### src/rtl/muldiv_pkg.sv
// Shared encodings for the RV32M multiply/divide sequencer: func3 ops, func7 tag,
// FSM state encoding and default widths.
package muldiv_pkg;

  localparam int XLEN_DEFAULT  = 32;
  localparam int CNT_W_DEFAULT = 6;

  localparam logic [6:0] FUNC7_MEXT = 7'b0000001;

  localparam logic [2:0] F3_MUL    = 3'b000;
  localparam logic [2:0] F3_MULH   = 3'b001;
  localparam logic [2:0] F3_MULHSU = 3'b010;
  localparam logic [2:0] F3_MULHU  = 3'b011;
  localparam logic [2:0] F3_DIV    = 3'b100;
  localparam logic [2:0] F3_DIVU   = 3'b101;
  localparam logic [2:0] F3_REM    = 3'b110;
  localparam logic [2:0] F3_REMU   = 3'b111;

  typedef enum logic [1:0] {
    ST_IDLE = 2'd0,
    ST_BUSY = 2'd1,
    ST_DONE = 2'd2
  } state_e;

endpackage

### src/rtl/muldiv_signfix.sv
// Sign handling around the unsigned iterative core: operand magnitudes and the
// correction flag at issue time, final negation and word select at completion.
module muldiv_signfix
  import muldiv_pkg::*;
#(
  parameter int XLEN = XLEN_DEFAULT
) (
  input  logic [2:0]        in_func3,
  input  logic [XLEN-1:0]   rs1_data,
  input  logic [XLEN-1:0]   rs2_data,
  output logic [XLEN-1:0]   mag_a,
  output logic [XLEN-1:0]   mag_b,
  output logic              neg_flag,
  input  logic [2:0]        out_func3,
  input  logic              out_neg,
  input  logic [2*XLEN-1:0] acc,
  output logic [XLEN-1:0]   word
);

  logic              a_signed;
  logic              b_signed;
  logic              a_neg;
  logic              b_neg;
  logic [2*XLEN-1:0] prod;
  logic [XLEN-1:0]   quo;
  logic [XLEN-1:0]   rem;

  always_comb begin
    a_signed = (in_func3 == F3_MUL) || (in_func3 == F3_MULH) || (in_func3 == F3_MULHSU) ||
               (in_func3 == F3_DIV) || (in_func3 == F3_REM);
    b_signed = (in_func3 == F3_MUL) || (in_func3 == F3_MULH) ||
               (in_func3 == F3_DIV) || (in_func3 == F3_REM);
    a_neg    = a_signed & rs1_data[XLEN-1];
    b_neg    = b_signed & rs2_data[XLEN-1];
    mag_a    = a_neg ? -rs1_data : rs1_data;
    mag_b    = b_neg ? -rs2_data : rs2_data;
    // Remainder follows the dividend; product and quotient follow the sign product.
    neg_flag = (in_func3 == F3_REM) ? a_neg : (a_neg ^ b_neg);
  end

  always_comb begin
    prod = out_neg ? -acc : acc;
    quo  = acc[XLEN-1:0];
    rem  = acc[2*XLEN-1:XLEN];
    word = '0;
    case (out_func3)
      F3_MUL:                       word = prod[XLEN-1:0];
      F3_MULH, F3_MULHSU, F3_MULHU: word = prod[2*XLEN-1:XLEN];
      F3_DIV, F3_DIVU:              word = out_neg ? -quo : quo;
      default:                      word = out_neg ? -rem : rem;
    endcase
  end

endmodule

### src/rtl/muldiv_seq.sv
// Iterative RV32M multiply/divide sequencer with pipeline stall and flush.
// Define MULDIV_FAST_MUL_EN for single-cycle combinational multiplies.
module muldiv_seq
  import muldiv_pkg::*;
#(
  parameter int XLEN  = XLEN_DEFAULT,
  parameter int CNT_W = CNT_W_DEFAULT
) (
  input  logic            clk,
  input  logic            rst_n,
  input  logic            start,
  input  logic [2:0]      func3,
  input  logic [XLEN-1:0] rs1_data,
  input  logic [XLEN-1:0] rs2_data,
  input  logic            flush,
  output logic            stall,
  output logic [XLEN-1:0] result,
  output logic            result_valid,
  output logic            busy
);

  // Handshake: start is taken only in IDLE when flush is low; result is valid
  // exactly while result_valid is high (one cycle, DONE and no flush).
  localparam logic [CNT_W-1:0] CNT_LAST = CNT_W'(XLEN - 1);

  state_e            state_q, state_d;
  logic [CNT_W-1:0]  cnt_q, cnt_d;
  logic [2*XLEN-1:0] acc_q, acc_d;
  logic [XLEN-1:0]   opnd_q, opnd_d;
  logic [2:0]        func3_q, func3_d;
  logic              neg_q, neg_d;
  logic [XLEN-1:0]   result_q, result_d;

  logic [XLEN-1:0]   mag_a, mag_b;
  logic              neg_flag;
  logic [XLEN-1:0]   final_word;
  logic [2*XLEN-1:0] step_acc;
  logic [XLEN:0]     mul_sum;
  logic [XLEN:0]     rem_sh;
  logic [XLEN-1:0]   rem_sub;
  logic              div_zero;
  logic              div_ovf;

  muldiv_signfix #(.XLEN(XLEN)) u_signfix (
    .in_func3  (func3),
    .rs1_data  (rs1_data),
    .rs2_data  (rs2_data),
    .mag_a     (mag_a),
    .mag_b     (mag_b),
    .neg_flag  (neg_flag),
    .out_func3 (func3_q),
    .out_neg   (neg_q),
    .acc       (step_acc),
    .word      (final_word)
  );

`ifdef MULDIV_FAST_MUL_EN
  logic signed [XLEN:0]     fast_a;
  logic signed [XLEN:0]     fast_b;
  logic signed [2*XLEN-1:0] fast_p;
  logic [XLEN-1:0]          fast_word;

  always_comb begin
    fast_a    = {(func3 != F3_MULHU) & rs1_data[XLEN-1], rs1_data};
    fast_b    = {~func3[1] & rs2_data[XLEN-1], rs2_data};
    fast_p    = fast_a * fast_b;
    fast_word = (func3 == F3_MUL) ? fast_p[XLEN-1:0] : fast_p[2*XLEN-1:XLEN];
  end
`endif

  // One iteration of either engine, evaluated from the current accumulator.
  always_comb begin
    mul_sum = {1'b0, acc_q[2*XLEN-1:XLEN]} + (acc_q[0] ? {1'b0, opnd_q} : {(XLEN+1){1'b0}});
    rem_sh  = {acc_q[2*XLEN-1:XLEN], acc_q[XLEN-1]};
    rem_sub = XLEN'(rem_sh - {1'b0, opnd_q});
    if (func3_q[2]) begin
      if (rem_sh >= {1'b0, opnd_q}) step_acc = {rem_sub, acc_q[XLEN-2:0], 1'b1};
      else                          step_acc = {rem_sh[XLEN-1:0], acc_q[XLEN-2:0], 1'b0};
    end else begin
      step_acc = {mul_sum, acc_q[XLEN-1:1]};
    end
  end

  always_comb begin
    div_zero = (rs2_data == '0);
    div_ovf  = ~func3[0] && (rs1_data == {1'b1, {(XLEN-1){1'b0}}}) && (rs2_data == '1);
  end

  always_comb begin
    state_d  = state_q;
    cnt_d    = cnt_q;
    acc_d    = acc_q;
    opnd_d   = opnd_q;
    func3_d  = func3_q;
    neg_d    = neg_q;
    result_d = result_q;
    case (state_q)
      ST_IDLE: begin
        if (start && !flush) begin
          func3_d = func3;
          neg_d   = neg_flag;
          if (func3[2] && div_zero) begin
            state_d  = ST_DONE;
            result_d = func3[1] ? rs1_data : '1;
          end else if (func3[2] && div_ovf) begin
            state_d  = ST_DONE;
            result_d = func3[1] ? '0 : {1'b1, {(XLEN-1){1'b0}}};
`ifdef MULDIV_FAST_MUL_EN
          end else if (!func3[2]) begin
            state_d  = ST_DONE;
            result_d = fast_word;
`endif
          end else begin
            state_d = ST_BUSY;
            cnt_d   = '0;
            // Multiply adds the multiplicand into the high half; divide shifts the dividend out.
            opnd_d  = func3[2] ? mag_b : mag_a;
            acc_d   = {{XLEN{1'b0}}, (func3[2] ? mag_a : mag_b)};
          end
        end
      end
      ST_BUSY: begin
        cnt_d = cnt_q + CNT_W'(1);
        acc_d = step_acc;
        if (cnt_q == CNT_LAST) begin
          state_d  = ST_DONE;
          cnt_d    = '0;
          result_d = final_word;
        end
      end
      ST_DONE: state_d = ST_IDLE;
      default: state_d = ST_IDLE;
    endcase
    if (flush) begin
      state_d = ST_IDLE;
      cnt_d   = '0;
    end
  end

  always_ff @(posedge clk or negedge rst_n) begin
    if (!rst_n) begin
      state_q  <= ST_IDLE;
      cnt_q    <= '0;
      acc_q    <= '0;
      opnd_q   <= '0;
      func3_q  <= '0;
      neg_q    <= 1'b0;
      result_q <= '0;
    end else begin
      state_q  <= state_d;
      cnt_q    <= cnt_d;
      acc_q    <= acc_d;
      opnd_q   <= opnd_d;
      func3_q  <= func3_d;
      neg_q    <= neg_d;
      result_q <= result_d;
    end
  end

  assign stall        = ((state_q == ST_IDLE) && start && !flush) || (state_q == ST_BUSY);
  assign busy         = (state_q != ST_IDLE);
  assign result_valid = (state_q == ST_DONE) && !flush;
  assign result       = result_q;

endmodule
### config.mk
export PLATFORM = sky130hd
export DESIGN_NAME = muldiv_seq
export DESIGN_NICKNAME = d
export VERILOG_FILES = /design/src/rtl/muldiv_pkg.sv /design/src/rtl/muldiv_signfix.sv /design/src/rtl/muldiv_seq.sv
export SDC_FILE = /design/constraint.sdc
export NUM_CORES = 1
export LEC_CHECK = 0
export BUFFER_PORTS_ARGS = -buffer_cell sky130_fd_sc_hd__buf_2
export CAP_MARGIN = 0
export CORE_MARGIN = 4
export CORE_UTILIZATION = 50
export CTS_CLUSTER_SIZE = 40
export DETAILED_ROUTE_END_ITERATION = 6
export GPL_ROUTABILITY_DRIVEN = 0
export PLACE_DENSITY = 0.75
export RECOVER_POWER = 25
export SLEW_MARGIN = 20
export SYNTH_ARGS = -nofsm -noshare
export SYNTH_HDL_FRONTEND = slang
export SYNTH_SLANG_ARGS = --single-unit
### constraint.sdc
create_clock -name clk -period 7.1 [get_ports clk]
set_input_delay 1.065 -clock clk [delete_from_list [all_inputs] [get_ports clk]]
set_output_delay 1.065 -clock clk [all_outputs]
set_load 0.02 [all_outputs]
==> flow_summary_export.csv <==
group,metric,value,unit
worst_setup_path,crit_type,"reg -> reg",
route,detail_route.wl_per_cell,23.9,um
sta,worst_pin_slew,4.46,ns
floorplanning,core-area,31800,sq um
finish,synthToLayoutAreaGrowth,8.16,%
pwr,vdd_ir_drop_max,0.000262,V
finish,drive_gt1_share,9.89,%
flow_run,maxCapViolations,1,
worst_setup_path,critPathRequiredTime,7.39,ns
yosys,yosys-top-cells-area,"dfrtp_1 (22%), o21ai_0 (7.1%), a21oi_1 (6.5%), nand2_1 (6.1%), ha_1 (5.4%)",
global_routing,grt_pass1_wl,97900,um
clock_network,htree_levels,4,
yosys,yosys-top-cells-count,"nand2_1 (264), o21ai_0 (231), nor2_1 (212)",
sta,layout_min_cycle_time,5.90,ns
sta,totalNegativeSetupSlack,0,ns
floorplanning,start_util,51.0,%
yosys,yosysTopAreaCellShare,21.6,%
clock_network,worstSkewPairLatency,0.45,ns
sta,hold_ws,0.501,ns
floorplanning,core.rowCount,65,
clock_network,cts-root-buf,"clkbuf_16",
route,ant_nets,0,
sta,hold_viol,0,
worst_setup_path,rrSetupSlack,1.20,ns
sta,fmax,169,MHz
clock_network,ctsHoldBuffers,0,
yosys,yosys_warnings,0,
placement,hpwl,49500,um
clock_network,cts_tree,"yes",
pwr,p_per_area,429,nW/um^2
finish,multiInputGateArea,11900,sq um
clock_network,ctsResizeCount,0,
clock_network,post_cts_buffers,0,
route,vias,18500,
yosys,synth-seq-cells,140,
min_path,whs_endpoint,"result[4]",
worst_setup_path,worstSetupEndpointType,"flip-flop",
yosys,synth_enable_flop_cells,0,
worst_setup_path,cp_max_fo,19,
route,drt_first_pass_iters,7,
global_routing,track_usage,34.9,%
outcome,status,"finished with violations",
worst_setup_path,r2r_end,"result[20]",
yosys,synth_nets,2384,
yosys,yosysMostFrequentCell,"nand2_1",
floorplanning,die_height,188,um
sta,setup_viol,0,
route,drt_iter0_drc,2888,
min_path,min_from,"result[4]",
outcome,violations,"design-rule violations, max-capacitance violations, max-slew violations",
yosys,synth_cell_type_count,101,
global_routing,grt_pass1_vias,17000,
sta,slew_violations,79,
clock_network,clock_sinks,140,
route,route.detailed.drc,81,
yosys,synth_area,16200,sq um
sta,fin_skew,0.0162,ns
floorplanning,die-area,35400,sq um
worst_setup_path,reg2reg_depth,19,
route,finalWirelength,64600,um
yosys,yosysSeqAreaShare,21.6,%
placement,portBuffers,105,
finish,regArea,3510,sq um
yosys,synth_top_cell_by_area,"dfrtp_1",
global_routing,grt_overflow,0,
clock_network,cts-buffers-inserted,17,
worst_setup_path,worstPathArrival,6.19,ns
worst_setup_path,startpoint_type,"flip-flop",
worst_setup_path,reg2reg_from,"acc_q[39]",
route,viasPerCell,6.84,
yosys,postSynth.asyncResetShare,100,%
sta,slew_headroom,-197,%
min_path,hold_depth,1,
min_path,hold_path_class,"reg -> reg",
global_routing,antenna_found_initial,5,
floorplanning,fp.dieW,188,um
finish,final_nets,2396,
yosys,synthCells,2241,
clock_network,clkTransAtPathRegs,0.08,ns
yosys,syn_avg_cell_area,7.24,sq um
floorplanning,io_pins,106,
yosys,yosys_most_used_dff,"dfrtp_1",
global_routing,grt_max_degree,100,
pwr,p_total,7.52,mW
sta,rsz0062_at_grt,"no",
finish,utilization,55.2,%
pwr,power.leakage,7.06,nW
sta,fin_crit_sh,83.2,%
finish,fill_cells,2998,
clock_network,clockBufferDepth,2,
-- registers in the layout, indices dropped and copies added (netlist names) --
signal   flops
cnt_q        6
result      32
opnd_q      32
neg_q        1
state_q      2
func3_q      3
acc_q       64
-- placed cells by master, fill, tap and decap left out, drive strengths merged, types with 43 or more instances in the layout --
master and count:
a21oi 213, and2 48, buf 126, dfrtp 140
ha 70, inv 85, mux2i 45, nand2 265
nand3 45, nor2 213, nor3 62, o21ai 249
o31ai 43, xnor2 95, xor2 74
-- per-stage QoR --
step | cell area, sq um | worst slack, ns | cells
CTS | 17500 | 1.48 | 2701
floorplan | 16200 | 2.66 | 2241
global route | 17500 | 0.895 | 2701
detailed placement | 16900 | 1.48 | 2669
global placement | 16900 | 1.62 | 2669
finish | 17500 | 1.20 | 2704
-- area by class of cell --
type	count	share of cell area (%)
Clock buffer	17	2.43
Sequential cell	140	20.0
Clock inverter	15	1.11
Inverter	78	1.67
Antenna cell	3	0.0428
Multi-Input combinational cell	1888	67.7
Timing Repair Buffer	128	3.97
Tap cell	435	3.10
-- power breakdown --
part | total, mW | switching [mW] | internal, mW
Combinational | 5.32 | 3.50 | 1.82
Clock | 0.950 | 0.469 | 0.482
Sequential | 1.25 | 0.273 | 0.973
-- cell families (layout without fill, tap and decap cells) --
kind of cell,after synthesis,count (layout),synth area share [%]
simple gates,810,810,24.3
other cells,0,3,0
xor+xnor,169,169,9.13
flops,140,140,21.6
fa+ha+maj,72,72,5.65
mux,56,56,3.54
compound gates,781,781,30.5
buf+inv,213,238,5.33
-- per-layer routing --
layer  routed length, um  share of wire [%]  track usage (%)
met1               24100                 37             45.3
met2               26500                 41             50.8
met3                9080                 14             10.9
met4                4880                7.6             21.2
met5                  32              0.050                0
-- worst max-delay path by stage --
| stage | end | startpoint | cells after the start |
|---|---|---|---|
| final | result[20] | acc_q[39] | 19 |
| after global routing | result[20] | opnd_q[8] | 20 |
| after floorplan | result[24] | acc_q[57] | 22 |
| after detailed placement | result[24] | opnd_q[8] | 21 |
| after CTS | result[24] | opnd_q[8] | 21 |
| after global placement | result[30] | rs1_data[23] | 14 |
-- critical path, cell delays in order (launching register included) --
cell	delay, ns
dfrtp_1	0.42
ha_1	0.44
a21oi_1	0.21
o21ai_0	0.21
a21bo_2	0.30
o21ai_2	0.80
a41oi_1	0.35
inv_1	0.13
ha_1	0.17
nand3_1	0.14
nor2_1	0.31
nand3_1	0.22
or3_1	0.54
nor2_1	0.18
nand3_1	0.21
o21ai_1	0.44
nand2_1	0.13
a32o_1	0.25
o21ai_1	0.14
o311ai_0	0.13
No activity file was read; power rests on OpenSTA's default activity.
